File: src/rtl/group_gather_if.sv
// group_gather_if -- handshake bundle for group_gather.
//   Upstream element stream : up_data, up_last, up_val (to block), up_rdy (from block)
//   Downstream group stream : dn_data, dn_val (from block), dn_rdy (to block)
//   master : the environment side (drives the upstream element, accepts the group)
//   slave  : the gather block itself
interface group_gather_if #(
  parameter int GROUP_NB  = 4,
  parameter int NUM_WIDTH = 16
);
  logic [NUM_WIDTH-1:0]          up_data;
  logic                          up_last;
  logic                          up_val;
  logic                          up_rdy;
  logic [NUM_WIDTH*GROUP_NB-1:0] dn_data;
  logic                          dn_val;
  logic                          dn_rdy;

  modport master (
    output up_data, up_last, up_val, dn_rdy,
    input  up_rdy, dn_data, dn_val
  );

  modport slave (
    input  up_data, up_last, up_val, dn_rdy,
    output up_rdy, dn_data, dn_val
  );
endinterface

File: src/rtl/group_gather.sv
// group_gather -- gathers GROUP_NB consecutive signed numbers into one wide word.
//   clk : rising-edge clock
//   rst : synchronous, active-high reset
//   bus : group_gather_if.slave
//         up_data/up_last/up_val/up_rdy : one element per accept; up_last closes early
//         dn_data/dn_val/dn_rdy         : gathered group, lane k at [k*NUM_WIDTH +: NUM_WIDTH]
// A fill register accumulates the current group; a closed group goes straight to
// the output register when that register is free this edge, otherwise it waits in
// the fill register (HOLD) and upstream is stalled until the output frees up.
module group_gather #(
  parameter int GROUP_NB  = 4,
  parameter int NUM_WIDTH = 16
) (
  input  logic          clk,
  input  logic          rst,
  group_gather_if.slave bus
);

  localparam int LANE_W  = (GROUP_NB > 1) ? $clog2(GROUP_NB) : 1;
  localparam int GROUP_W = GROUP_NB * NUM_WIDTH;

  typedef enum logic {FILL, HOLD}  fill_state_t;
  typedef enum logic {EMPTY, FULL} out_state_t;

  fill_state_t        fill_state, fill_state_nxt;
  out_state_t         out_state,  out_state_nxt;
  logic [LANE_W-1:0]  lane,       lane_nxt;
  logic [GROUP_W-1:0] fill_data,  fill_data_nxt;
  logic [GROUP_W-1:0] out_data,   out_data_nxt;

  logic               up_rdy;
  logic               accept;
  logic               dn_xfer;
  logic               out_free;
  logic               closing;
  logic [GROUP_W-1:0] merged;

  // up_rdy depends on state and rst only, never on dn_rdy.
  assign up_rdy      = (fill_state == FILL) && !rst;
  assign accept      = bus.up_val && up_rdy;
  assign dn_xfer     = (out_state == FULL) && bus.dn_rdy;
  assign out_free    = (out_state == EMPTY) || dn_xfer;
  assign closing     = accept && ((lane == LANE_W'(GROUP_NB - 1)) || bus.up_last);

  assign bus.up_rdy  = up_rdy;
  assign bus.dn_val  = (out_state == FULL);
  assign bus.dn_data = out_data;

  // Current fill contents with the incoming element placed in its lane. Lanes above
  // the counter are still zero because the fill register is cleared on every close.
  always_comb begin
    merged = fill_data;
    for (int k = 0; k < GROUP_NB; k++) begin
      if (lane == LANE_W'(k)) merged[k*NUM_WIDTH +: NUM_WIDTH] = bus.up_data;
    end
  end

  // NOTE: every next-state variable gets its hold value first, so no branch can
  // leave one unassigned and infer a latch.
  always_comb begin
    fill_state_nxt = fill_state;
    out_state_nxt  = out_state;
    lane_nxt       = lane;
    fill_data_nxt  = fill_data;
    out_data_nxt   = out_data;

    // A transfer empties the output unless a new group is loaded on the same edge.
    if (dn_xfer) out_state_nxt = EMPTY;

    case (fill_state)
      FILL: begin
        if (accept) begin
          if (closing) begin
            lane_nxt = '0;
            if (out_free) begin
              out_data_nxt  = merged;
              out_state_nxt = FULL;
              fill_data_nxt = '0;
            end else begin
              fill_data_nxt  = merged;
              fill_state_nxt = HOLD;
            end
          end else begin
            lane_nxt      = lane + LANE_W'(1);
            fill_data_nxt = merged;
          end
        end
      end
      HOLD: begin
        if (out_free) begin
          out_data_nxt   = fill_data;
          out_state_nxt  = FULL;
          fill_data_nxt  = '0;
          fill_state_nxt = FILL;
        end
      end
    endcase
  end

  // NOTE: state registers use non-blocking assignments so every register samples
  // the pre-edge values computed above, independent of statement order.
  always_ff @(posedge clk) begin
    if (rst) begin
      // NOTE: the data registers are reset too, so no partial or held group and no
      // stale output word survives a reset.
      fill_state <= FILL;
      out_state  <= EMPTY;
      lane       <= '0;
      fill_data  <= '0;
      out_data   <= '0;
    end else begin
      fill_state <= fill_state_nxt;
      out_state  <= out_state_nxt;
      lane       <= lane_nxt;
      fill_data  <= fill_data_nxt;
      out_data   <= out_data_nxt;
    end
  end

endmodule

File: src/flat_wrapper.sv
// flat-port wrapper written by rule: the top's interface ports become plain ports
module group_gather_flat 
#(
  parameter int GROUP_NB  = 4,
  parameter int NUM_WIDTH = 16
)
  (clk, rst, bus_up_data, bus_up_last, bus_up_val, bus_dn_rdy, bus_up_rdy, bus_dn_data, bus_dn_val);
  group_gather_if #(.GROUP_NB(GROUP_NB), .NUM_WIDTH(NUM_WIDTH)) bus_i ();
  input  logic clk;
  input  logic rst;
  input wire logic [$bits(bus_i.up_data)-1:0] bus_up_data;
  input wire logic [$bits(bus_i.up_last)-1:0] bus_up_last;
  input wire logic [$bits(bus_i.up_val)-1:0] bus_up_val;
  input wire logic [$bits(bus_i.dn_rdy)-1:0] bus_dn_rdy;
  output wire logic [$bits(bus_i.up_rdy)-1:0] bus_up_rdy;
  output wire logic [$bits(bus_i.dn_data)-1:0] bus_dn_data;
  output wire logic [$bits(bus_i.dn_val)-1:0] bus_dn_val;
  assign bus_i.up_data = bus_up_data;
  assign bus_i.up_last = bus_up_last;
  assign bus_i.up_val = bus_up_val;
  assign bus_i.dn_rdy = bus_dn_rdy;
  assign bus_up_rdy = bus_i.up_rdy;
  assign bus_dn_data = bus_i.dn_data;
  assign bus_dn_val = bus_i.dn_val;
  group_gather #(.GROUP_NB(GROUP_NB), .NUM_WIDTH(NUM_WIDTH)) u_core (.clk(clk), .rst(rst), .bus(bus_i));
endmodule
File: config.mk
export PLATFORM = sky130hd
export DESIGN_NAME = group_gather_flat
export DESIGN_NICKNAME = d
export VERILOG_FILES = /design/src/rtl/group_gather_if.sv /design/src/rtl/group_gather.sv /design/src/flat_wrapper.sv
export SDC_FILE = /design/constraint.sdc
export NUM_CORES = 1
export LEC_CHECK = 0
export CORE_MARGIN = 2
export CORE_UTILIZATION = 50
export CTS_CLUSTER_SIZE = 30
export DETAILED_ROUTE_END_ITERATION = 8
export PLACE_DENSITY = 0.76
export SLEW_MARGIN = 5
export SYNTH_ARGS = -nofsm -noshare
export SYNTH_HDL_FRONTEND = slang
export SYNTH_SLANG_ARGS = --single-unit
export TNS_END_PERCENT = 10
File: constraint.sdc
create_clock -name clk -period 5.1 [get_ports clk]
set_input_delay 1.02 -clock clk [delete_from_list [all_inputs] [get_ports clk]]
set_output_delay 1.02 -clock clk [all_outputs]
set_load 0.05 [all_outputs]
==> summary by stage <==
STA
The final critical path time including I/O delays and setup is 3.19 ns. The transition time at the pin with the least slew margin is around 1.0 ns. The final hold violation count is 0. The tightest slew margin relative to the limit is between 30% and 40%. On the final layout, the worst clock skew is roughly 0.0085 ns. The count of final max-slew check failures came to 0. Setup repair after global routing left no endpoint under its margin.

Setup total negative slack on the finished layout was measured at 0 ns. The highest attainable clock frequency is ~310 MHz. After layout, the worst path uses a little over three fifths of the clock period. Setup violations remaining at the end of the flow were counted as 0.

Final layout
Relative to the synthesized area, the layout overhead comes to 22.8%. The number of filler cells placed in the layout is just over 1k. Cells with a size suffix above 1 make up 25.0% of the layout. The repair_antennas step left the layout with diodes totalling 0.

The count of nets after finishing is 696.

Floorplan
The effective utilization at floorplan is ~51%. The initialized floorplan defines 41 standard-cell rows. The area inside the core boundary is ~0.013 mm². The width of the die is approximately 120 µm. The vertical extent of the die is roughly 120 µm.

The die covers about 0.014 mm². 87 I/O pins were placed.

Drt
In this run, the number of DRC markers left after iteration 0 of detailed routing was between 300 and 400. After detailed routing, the total wire length is 15.9 mm. The via count normalized by instance count is 5.89. After detailed routing, the average wire length per cell comes to 18.7 µm.

The number of design rule violations left after detail routing is 0. The detail route stage leaves a number of antenna-violating nets equal to 0. The first detailed-routing pass ran for 5 iterations. The detailed router placed 5013 vias in this run.

Logic synthesis
The count of distinct cell types in the synthesized netlist is 24. The cell type contributing the most total cell area after synthesis is sky130_fd_sc_hd__dfxtp_1. The Yosys warning count is 0. The share of the synthesized area in the top cell type is about two fifths. Counting flops and latches in the post-synthesis netlist gives between 100 and 150.

The share of the yosys chip area belonging to registers is between 40% and 50%. The number of nets produced by synthesis is between 600 and 700. The post-synthesis instance total is 615. The mean area per synthesized cell is about 10 µm².

In the post-synthesis netlist, the biggest area contributors are sky130_fd_sc_hd__dfxtp_1 41%, sky130_fd_sc_hd__a211oi_2 12%, sky130_fd_sc_hd__mux2_2 11%. The mapped netlist covers 0.00642 mm².

Clock network
The buffer cell driving the clock tree root is sky130_fd_sc_hd__clkbuf_16. The clock tree from TritonCTS is done. The count of instances resized after the clock tree is built is 0. In this run, post-CTS hold repair placed 0 buffers. The clock net in this run drives a total of around 130 sinks. In this run the number of H-tree levels came out at 4. The clock latency on the worst-skew pair is 0.41 ns. In this run, CTS created clock tree buffers numbering 17. Post-CTS timing repair inserted 0 buffers for setup. Clock-pin slew was measured on the worst setup and hold paths at 0.05 ns. The maximum buffer depth of the clock tree is 2.

Worst hold path
The type of the worst min-delay path is register to register.

Power and ir drop
The power density over cell area is 347 mW/mm². Total power for the finished layout comes to approximately 2.7 mW. The worst vdd rail ir drop is roughly 0.00027 V. The analysis attributes to cell leakage a power of 2.73 nW.

Place
Routability-driven placement finished with a final weighted congestion of 0.784. Once detailed placement completed, the half-perimeter wirelength came to 9.86 mm. During placement, the flow inserted port buffers numbering 86.

Job
Across the run, the number of max-cap violations was 0.

Global routing
Entering global routing, the biggest net connects between 60 and 70 pins. The first global-routing pass estimated 25.5 mm of wire. The overflow left after global routing is 0.

The number of antenna violations at the first check in global routing is 0. The number of global-route vias before repair came to approximately 4.9k. For this run, the total global-route usage over all layers was measured as a little under a quarter.

Worst setup path
The nature of the critical path startpoint is an input port. Data arrives at the worst endpoint at roughly 2.2 ns. Data on the critical path is required at its endpoint by between 4 and 5 ns. The kind of critical path is input port to output pin.

The top fanout value on the critical path is 19. The kind of end point of the critical path is an output pin.

Run status
The flow ran to the end, and the final reports show no timing, DRC or antenna violations.
## registers in the layout, indices dropped and copies added, names as in the netlist
register,count
u_core.bus.dn_val,1
u_core.fill_data,64
u_core.fill_state,1
u_core.bus.dn_data,64
u_core.lane,2
## metrics by stage
| step | util (%) | std cells | hold WS [ns] | cell area (µm²) | setup WS, ns |
|---|---|---|---|---|---|
| floorplan | - | 615 | 0.483 | 6420 | 1.85 |
| global placement | 57.8 | 820 | 0.498 | 7270 | 1.90 |
| detailed placement | 57.8 | 820 | 0.521 | 7270 | 1.83 |
| CTS | 62.7 | 851 | 0.526 | 7890 | 1.90 |
| global route | 62.7 | 851 | 0.561 | 7890 | 1.88 |
| finish | 62.7 | 851 | 0.528 | 7890 | 1.91 |
## cell usage after synthesis
cell type and count:
sky130_fd_sc_hd__dfxtp_1 132, sky130_fd_sc_hd__nor2_1 68, sky130_fd_sc_hd__a21oi_1 65, sky130_fd_sc_hd__a22oi_1 65
sky130_fd_sc_hd__mux2i_1 65, sky130_fd_sc_hd__mux2_2 64, sky130_fd_sc_hd__a211oi_2 60, sky130_fd_sc_hd__clkbuf_1 30
sky130_fd_sc_hd__buf_2 25, sky130_fd_sc_hd__ha_1 8, sky130_fd_sc_hd__nor2b_1 8, sky130_fd_sc_hd__buf_6 7
sky130_fd_sc_hd__a211oi_1 4, sky130_fd_sc_hd__inv_1 3, sky130_fd_sc_hd__nand2b_1 2, sky130_fd_sc_hd__a21boi_0 1
sky130_fd_sc_hd__a21oi_2 1, sky130_fd_sc_hd__a31o_1 1, sky130_fd_sc_hd__a31oi_1 1, sky130_fd_sc_hd__and2_1 1
sky130_fd_sc_hd__buf_4 1, sky130_fd_sc_hd__nor3_1 1, sky130_fd_sc_hd__nor3b_2 1, sky130_fd_sc_hd__or2_1 1
## placed cells by master (no fill, tap or decap), drive strengths merged
cell / instances
dfxtp: 132
clkdlybuf4s50: 85
nor2: 68
a21oi: 66
mux2i: 65
a22oi: 65
mux2: 64
a211oi: 64
clkbuf: 21
buf: 11
nor2b: 8
ha: 8
clkinv: 4
bufinv: 4
inv: 3
clkinvlp: 2
nand2b: 2
or2: 1
a31o: 1
and2: 1
nor3b: 1
a21boi: 1
a31oi: 1
nor3: 1
## final timing paths
kind | slack [ns] | endpoint | cells after the start | from
max | 1.91 | bus_up_rdy | 3 | rst
min | 0.53 | u_core.fill_data[35] | 2 | u_core.fill_data[35]
max reg2reg | 2.50 | u_core.bus.dn_data[53] | 5 | u_core.lane[1]
min reg2reg | 0.53 | u_core.fill_data[35] | 2 | u_core.fill_data[35]
## worst max-delay path, cell delays in order
cell and delay (ns):
sky130_fd_sc_hd__buf_4 0.20, sky130_fd_sc_hd__nor2_1 0.13, sky130_fd_sc_hd__clkdlybuf4s50_1 0.82
## cell families (layout without fill, tap and decap cells)
family / Yosys count / after routing / synth area share [%]
AND/OR/NAND/NOR: 82 / 82 / 5.42
buffers and inverters: 66 / 130 / 5.22
adder cells (fa/ha/maj): 8 / 8 / 1.56
AO/OA/AOI/OAI: 198 / 198 / 25.3
flip-flops: 132 / 132 / 41.1
multiplexers: 129 / 129 / 21.4
## power breakdown
group	switching [mW]	internal (mW)
Sequential	0.0187	1.06
Combinational	0.249	0.136
Clock	0.429	0.837
## layout make-up
type / count / area (µm²) / area share (%)
clock buffer: 21 / 460 / 5.84
clock inverter: 10 / 155 / 1.97
multi-input combinational: 417 / 3470 / 44.0
timing repair buffer: 96 / 933 / 11.8
inverter: 3 / 11.3 / 0.143
sequential: 132 / 2640 / 33.5
tap: 172 / 215 / 2.73
## layer usage
layer | wire (µm) | vias up | track usage (%) | share of wire (%)
met5 | 0 | - | 0 | 0
met4 | 325 | 0 | 7.76 | 2.0
met3 | 719 | 20 | 5.59 | 4.5
met2 | 7750 | 127 | 37.8 | 49
met1 | 7090 | 2490 | 29.5 | 45
li1 | - | 2376 | - | -
No activity file was read; power rests on OpenSTA's default activity.
